## src/rtl/clk_pkg.sv

```systemverilog
// Shared definitions for the divided-clock monitor: FSM encoding and lock criteria.
package clk_pkg;

  typedef enum logic [1:0] {
    ACQ   = 2'b00,
    LOCK  = 2'b01,
    FAULT = 2'b10
  } state_t;

  // Consecutive good phases required in ACQ before declaring lock.
  localparam int LOCK_CNT = 4;

  // Clamp the lower tolerance bound so an oversized TOL cannot wrap below zero.
  function automatic int win_lo(input int div, input int tol);
    return (div / 2 > tol) ? (div / 2 - tol) : 0;
  endfunction

endpackage

```

## src/rtl/sync2.sv

```systemverilog
// Two-flop synchronizer bringing an asynchronous level into the clk_in domain.
module sync2 (
  input  logic clk_in,
  input  logic reset,
  input  logic d,
  output logic q
);

  logic meta;

  // NOTE: clocked state uses non-blocking (<=) so every flop samples the pre-edge value of its source.
  always_ff @(posedge clk_in or negedge reset) begin
    if (!reset) begin
      meta <= 1'b0;
      q    <= 1'b0;
    end else begin
      meta <= d;
      q    <= meta;
    end
  end

endmodule

```

## src/rtl/clk_mon.sv

```systemverilog
// Monitors a divided clock: edge strobes, per-phase length checks and an ACQ/LOCK/FAULT tracker.
// Build option: define CLK_MON_STICKY_FAULT_EN to hold FAULT until reset.
module clk_mon #(
  parameter int DIV = 12,
  parameter int TOL = 0
) (
  input  logic clk_in,
  input  logic reset,
  input  logic div_clk,
  output logic rise,
  output logic fall,
  output logic locked,
  output logic fault
);

  import clk_pkg::*;

  localparam int            CW  = $clog2(2 * DIV + 1);
  localparam logic [CW-1:0] SAT = CW'(2 * DIV);
  localparam logic [CW-1:0] LO  = CW'(win_lo(DIV, TOL));
  localparam logic [CW-1:0] HI  = CW'(DIV / 2 + TOL);

  logic          sync_q;
  logic          edge_q;
  logic          det;
  logic          armed;
  logic [CW-1:0] phase_cnt;
  logic          in_win;
  logic          phase_ok;
  logic          phase_bad;
  logic          stall;
  logic [1:0]    good_q, good_d;
  state_t        state_q, state_d;

  sync2 u_sync (
    .clk_in (clk_in),
    .reset  (reset),
    .d      (div_clk),
    .q      (sync_q)
  );

  // det marks the cycle before the strobe; strobe, counter load and FSM move share one edge.
  assign det = sync_q ^ edge_q;

  always_ff @(posedge clk_in or negedge reset) begin
    if (!reset) begin
      edge_q <= 1'b0;
      rise   <= 1'b0;
      fall   <= 1'b0;
    end else begin
      edge_q <= sync_q;
      rise   <= sync_q & ~edge_q;
      fall   <= ~sync_q & edge_q;
    end
  end

  // The counter reads 1 just after an edge, so at the closing edge it equals the phase length.
  always_ff @(posedge clk_in or negedge reset) begin
    if (!reset) begin
      phase_cnt <= '0;
      armed     <= 1'b0;
    end else begin
      if (det) begin
        phase_cnt <= CW'(1);
        armed     <= 1'b1;
      end else if (phase_cnt != SAT) begin
        phase_cnt <= phase_cnt + CW'(1);
      end
    end
  end

  // The first edge after reset has no opening edge, so it only arms the measurement.
  assign in_win    = (phase_cnt >= LO) && (phase_cnt <= HI);
  assign phase_ok  = det && armed && in_win;
  assign phase_bad = det && armed && !in_win;
  assign stall     = !det && (phase_cnt == SAT);

  always_ff @(posedge clk_in or negedge reset) begin
    if (!reset) begin
      state_q <= ACQ;
      good_q  <= 2'd0;
      locked  <= 1'b0;
      fault   <= 1'b0;
    end else begin
      state_q <= state_d;
      good_q  <= good_d;
      locked  <= (state_d == LOCK);
      fault   <= (state_d == FAULT);
    end
  end

  // NOTE: every always_comb output gets a default first so no path leaves it unassigned (no latch).
  always_comb begin
    state_d = state_q;
    good_d  = good_q;
    unique case (state_q)
      ACQ: begin
        if (phase_bad || stall) begin
          good_d = 2'd0;
        end else if (phase_ok) begin
          if (good_q == 2'(LOCK_CNT - 1)) begin
            state_d = LOCK;
            good_d  = 2'd0;
          end else begin
            good_d = good_q + 2'd1;
          end
        end
      end
      LOCK: begin
        if (phase_bad || stall) begin
          state_d = FAULT;
        end
      end
      FAULT: begin
`ifdef CLK_MON_STICKY_FAULT_EN
        state_d = FAULT;
`else
        // The recovering edge also opens the first measurement of the new acquisition.
        if (det) begin
          state_d = ACQ;
          good_d  = 2'd0;
        end
`endif
      end
      default: begin
        state_d = ACQ;
        good_d  = 2'd0;
      end
    endcase
  end

endmodule

```

## config.mk

```make
export PLATFORM = sky130hd
export DESIGN_NAME = clk_mon
export DESIGN_NICKNAME = d
export VERILOG_FILES = /design/src/rtl/clk_pkg.sv /design/src/rtl/sync2.sv /design/src/rtl/clk_mon.sv
export SDC_FILE = /design/constraint.sdc
export NUM_CORES = 1
export LEC_CHECK = 0
export ABC_AREA = 0
export BUFFER_PORTS_ARGS = -buffer_cell sky130_fd_sc_hd__buf_4
export CAP_MARGIN = 20
export CORE_MARGIN = 8
export CORE_UTILIZATION = 55
export DETAILED_ROUTE_END_ITERATION = 6
export GPL_ROUTABILITY_DRIVEN = 0
export PLACE_DENSITY_LB_ADDON = 0.25
export SETUP_SLACK_MARGIN = 0.05
export SLEW_MARGIN = 20
export SYNTH_ARGS = -nofsm -noshare
export SYNTH_HDL_FRONTEND = slang
export SYNTH_HIERARCHICAL = 1
export SYNTH_SLANG_ARGS = --single-unit
```

## constraint.sdc

```tcl
create_clock -name clk_in -period 3.7 [get_ports clk_in]
set_input_delay 0.185 -clock clk_in [delete_from_list [all_inputs] [get_ports clk_in]]
set_output_delay 0.185 -clock clk_in [all_outputs]
set_load 0.005 [all_outputs]
```

# Word level (Yosys, flattened, before mapping)

Cells that the tools add are included.

$add $sub $neg: 2
Multiply operators: 0
Div/mod/pow operators: 0
$lt $le $gt $ge: 2
Eq/ne operators: 9
Shifts and indexed selects: 0
Mux-type cells: 13
Bitwise gates (word level): 6
Reduce and logical (&&, ||, !) cells: 11

Operator list:

| operator              | count |
|---|---|
| $mux W2               | 9 |
| $pmux W2 S3           | 2 |
| $mux W5               | 2 |
| $eq A2 B2 Y1 const B  | 3 |
| $add A5 B1 Y5 const B | 1 |
| $eq A5 B5 Y1 const B  | 1 |
| $ge A5 B3 Y1 const B  | 1 |
| $le A5 B3 Y1 const B  | 1 |
| $logic_and A1 B1 Y1   | 5 |
| $ne A5 B5 Y1 const B  | 1 |
| $eq A2 B1 Y1 const B  | 2 |
| $ne A3 B3 Y1 const B  | 1 |
| $not A1 Y1            | 3 |
| $reduce_and A3 Y1     | 1 |
| $add A2 B1 Y2 const B | 1 |
| $and A1 B1 Y1         | 2 |
| $logic_not A1 Y1      | 2 |
| $logic_not A2 Y1      | 1 |
| $ne A2 B2 Y1 const B  | 1 |
| $reduce_bool A2 Y1    | 1 |
| $logic_or A1 B1 Y1    | 1 |
| $xor A1 B1 Y1         | 1 |

Bits in registers: 17
Latch bits: 0
Bits in writable memories: 0
Bits in read-only memories: 0
Bits of input ports: 3
Output and inout bits: 4
Word-level logic and storage cells: 54
Memories: 0

# Logic depth before layout (Yosys ltp)

Depth after elaboration: 8
Depth in mapped cells: 5
Mapped depth without buffers: 5

# By module

Netlist, hierarchy kept.

Modules (own cells, without submodules):

| module  | instances | cells an instance | area each (µm²) | seq. area each (µm²) |
|---|---|---|---|---|
| clk_mon | 1         | 66                | 769.5           | 375.4 |
| sync2   | 1         | 2                 | 50.0            | 50.0 |

# Least setup slack after synthesis

Ideal clock, no wire load.

Kind: register to register
Start point: reg u_sync.q
End point: reg good_q[0]
Setup time: 0.131 ns
Data arrival time: 1.289 ns
Required time: 3.569 ns
Setup slack: 2.280 ns
Cell stages (with the launch flop): 6
Buffers on the path: 0
Period minus slack after synthesis: 1.420 ns
Path through: dfrtp_1 -> inv_1 -> ha_1 -> or3b_1 -> o211ai_1 -> o32ai_1

Word-level cells in the longest chain between the ends: 6
Elaborated cells on any way between the ends: 12
Those cells by class: eq/ne: 2; mux: 2; bitwise: 1; reduce/logical: 7

RTL lines:

| element                                                           | RTL line                                    | text |
|---|---|---|
| from (decl)                                                       | sync2.sv:6                                  | `output logic q` |
| from (signal assigned)                                            | sync2.sv:18                                 | `q <= meta;` |
| $xor A1 B1 Y1 *                                                   | clk_mon.sv:43                               | `assign det = sync_q ^ edge_q;` |
| $logic_and A1 B1 Y1 / $logic_not A1 Y1 (equally long branches)    | clk_mon.sv:74, clk_mon.sv:75, clk_mon.sv:76 |  |
| $logic_and A1 B1 Y1 (on tied branches)                            | clk_mon.sv:75, clk_mon.sv:76                |  |
| $logic_or A1 B1 Y1                                                | clk_mon.sv:98                               | `if (phase_bad \|\| stall) begin` |
| $ne A3 B3 Y1 (no line) / $mux W2 (equally long branches)          | -                                           |  |
| $reduce_and A3 Y1 (no line) / $pmux W2 S3 (equally long branches) | -                                           |  |
| to (signal assigned)                                              | clk_mon.sv:86                               | `good_q <= good_d;` |
| to (decl)                                                         | clk_mon.sv:32                               | `logic [1:0] good_q, good_d;` |

Mark *: on every way between the ends. The rest lies on a longest branch, timed or not.
A chain may end at the register's enable or synchronous reset.

# Worst setup path after layout

Start point: reg u_sync.q
End point: reg good_q[1]

Same word-level chain as after synthesis.

==> impl_results.md <==
* Tcrit/Tclk final at 0.4670
* DRT Wirelength at between 1 and 1.5 mm
* Final setup fails at 0
* CP endpoint kind: flop
* Die width at 54.60 µm
* Die Ht at 54.60 µm
* Warnings, synthesis at 6
* Crit path largest cell delay at between 500 and 600 ps
* Fin. max-slew vios at 0
* Pwr per Cell Area at ~380 nW/µm²
* WL/cell at about 14 µm
* Starting Density at 0.5637
* # DRC at 0
* H-tree depth at 1
* Via Count at 516
* Commonest non-fill, non-tap cell in the layout: dfrtp_1
* Buffers on Ports at 6
* Vias in the first global route at approximately 520
* Post-synthesis sequential area ratio at 0.5191
* Max Clock Skew at 9.346 ps
* Final nets at between 80 and 90
* Dpl cell area at 873.3 µm²
* Setup CP Type: reg -> reg
* Grt ovf at 0
* Worst EP arrival at roughly 1900 ps
* Reg2reg path depth at 5
* Rows at 14
* Worst VDD drop at roughly 0.00021 V
* Most frequent cells in the layout: 17 x dfrtp_1, 7 x inv_1, 6 x ha_1, 6 x buf_4
* Worst min path class: in -> async
* Worst-path fanout max at 15
* CP cell instances: inv_1 -> ha_1 -> nor4b_1 -> nand3_1 -> o31ai_1
* Top delay family on crit path: simple AND/OR/NAND/NOR gates
* DR vias/cell at roughly 5.5
* Max_slew headroom at 0.6977
* Post-Syn Area at ~820 µm²
* Synth cell types at 30
* Ports at 7
* P_leak at between 0.4 and 0.5 nW
* Max Cap Violations at 0
* Final ANT Viol Nets at 0
* Area contributors post-synth: dfrtp_1 52%, ha_1 9.2%, inv_1 3.2%
* CTS tree: done
* Count of buffer and inverter cells on the critical path at 1
* Initial antenna violation count at 0
* Core Box Area at 1454 µm²
* Instance count on the critical path at 5
* Min cycle time layout at 1728 ps
* TritonCTS buffer count at 3
* DIE AREA at between 2000 and 3000 µm²
* HPWL Detailed at roughly 960 µm
* Slowest-stage cell, CP: nor4b_1
* Diodes inserted at 0
* Worst-Skew Late Latency at ~290 ps
* Yosys top cell area share at 0.5191
* Max Fclk at 578.7 MHz
* CTS max path bufs at 2
* Pin count of the biggest net entering global routing at 18
* Cell area after layout at just over 900 µm²
* Clock-pin slew on the worst setup and hold paths at 100 ps
* DR pass1 iterations at 4
* Postcts setup bufs at 0
* Setup TNS at 0 ps
* # clock sinks at 17
* RSZ-0062 raised after global routing: false
* Crit path required time at about 3900 ps
* CTS Root Cell: clkbuf_4
* First-pass GRT wire length at between 2 and 2.5 mm
* Slew @ Worst Pin at approximately 450 ps
* Post-CTS resize count at 0
* Fin cells at between 90 and 100
* Post-Syn Area per Cell at between 10 and 15 µm²
* Crit start category: flop
* Status: finished, final reports clean
* Synth Instances at between 60 and 70
* Total GRT Usage at 0.1096
* DR iter-0 viols at 12
* Final hold violation count at 0
* P&R area growth vs syn at 12.21%
* Cts hold-fix bufs at 2
* Area leader, netlist: dfrtp_1
* Synth Register Bits at 17
* Layout cell share with drive strength beyond 1 at 0.1795
* Synth Net Count at between 70 and 80
* Number of placed cells counting well taps at 88
## final timing paths
check / from / end / slack [ps]
max: u_sync/q / good_q[1] / 1970
min: reset / phase_cnt[4] / 280
max reg2reg: u_sync/q / good_q[1] / 1970
min reg2reg: u_sync/meta / u_sync/q / 380
max in group asynchronous: reset / state_q[1] / 3230
min in group clk_in: u_sync/meta / u_sync/q / 380
## through the flow
step                  util  hold slack, ps  total power, W  setup slack (ps)
CTS                 0.6325           283.1       0.0003549              1955
detailed placement  0.6007           57.22       0.0002558              1981
global route        0.6325           304.2       0.0003728              1770
finish              0.6325           281.4       0.0003501              1972
floorplan                -          -110.6       0.0002404              2280
global placement    0.6007           55.28       0.0002531              2111
## cells in the mapped netlist
master	n
dfrtp_1	17
inv_1	7
ha_1	6
nand2_1	3
nand2b_1	3
nand3_1	3
xnor2_1	3
a2111oi_1	2
a32o_1	2
and2_1	2
a21boi_1	1
a21oi_1	1
and4bb_1	1
buf_4	1
clkbuf_1	1
mux2i_1	1
nand2_2	1
nand3b_1	1
nand4b_2	1
nor2b_1	1
nor3b_2	1
nor4b_1	1
nor4b_2	1
o211ai_1	1
o21ai_0	1
o31ai_1	1
o32ai_1	1
or2_2	1
or2b_1	1
or3b_1	1
## flip-flops by register name (all words and copies together) (netlist names)
register and cells:
u_sync/meta 1, good_q 2, edge_q 1, rise 1, locked 1, armed 1, u_sync/q 1, phase_cnt 5
fall 1, fault 1, state_q 2
## power by group
| group | leakage (nW) | internal [W] | switching, W |
|---|---|---|---|
| Sequential | 0.218 | 0.000196 | 0.0000107 |
| Clock | 0.0150 | 0.0000419 | 0.0000554 |
| Combinational | 0.210 | 0.0000232 | 0.0000231 |
## layer usage
layer	vias to the layer above	GRT usage	routed length, µm
li1	256	-	-
met1	244	0.1371	607
met2	12	0.1566	588
met3	4	0.04348	108
met4	0	0.06148	30
met5	-	0	0
## layout make-up
cell class                      instances  area (µm²)
Fill cell                             121       534.3
Inverter                                7       26.28
Multi-Input combinational cell         42       356.6
Clock buffer                            4       26.28
Timing Repair Buffer                    8       65.06
Sequential cell                        17       425.4
Tap cell                               16       20.02
## kinds of logic after synthesis
kind of cell | after synthesis | synth area share
XOR/XNOR | 3 | 0.03207
flip-flops | 17 | 0.5191
adder cells (fa/ha/maj) | 6 | 0.09160
multiplexers | 1 | 0.01221
AND/OR/NAND/NOR | 22 | 0.2000
buffers and inverters | 9 | 0.04581
AO/OA/AOI/OAI | 10 | 0.09924
## worst register-to-register path: stages, from the launching register on
cell     delay [ps]
dfrtp_1         380
inv_1            50
ha_1            450
nor4b_1         510
nand3_1         150
o31ai_1         100
(Power assumes the default switching activity.)
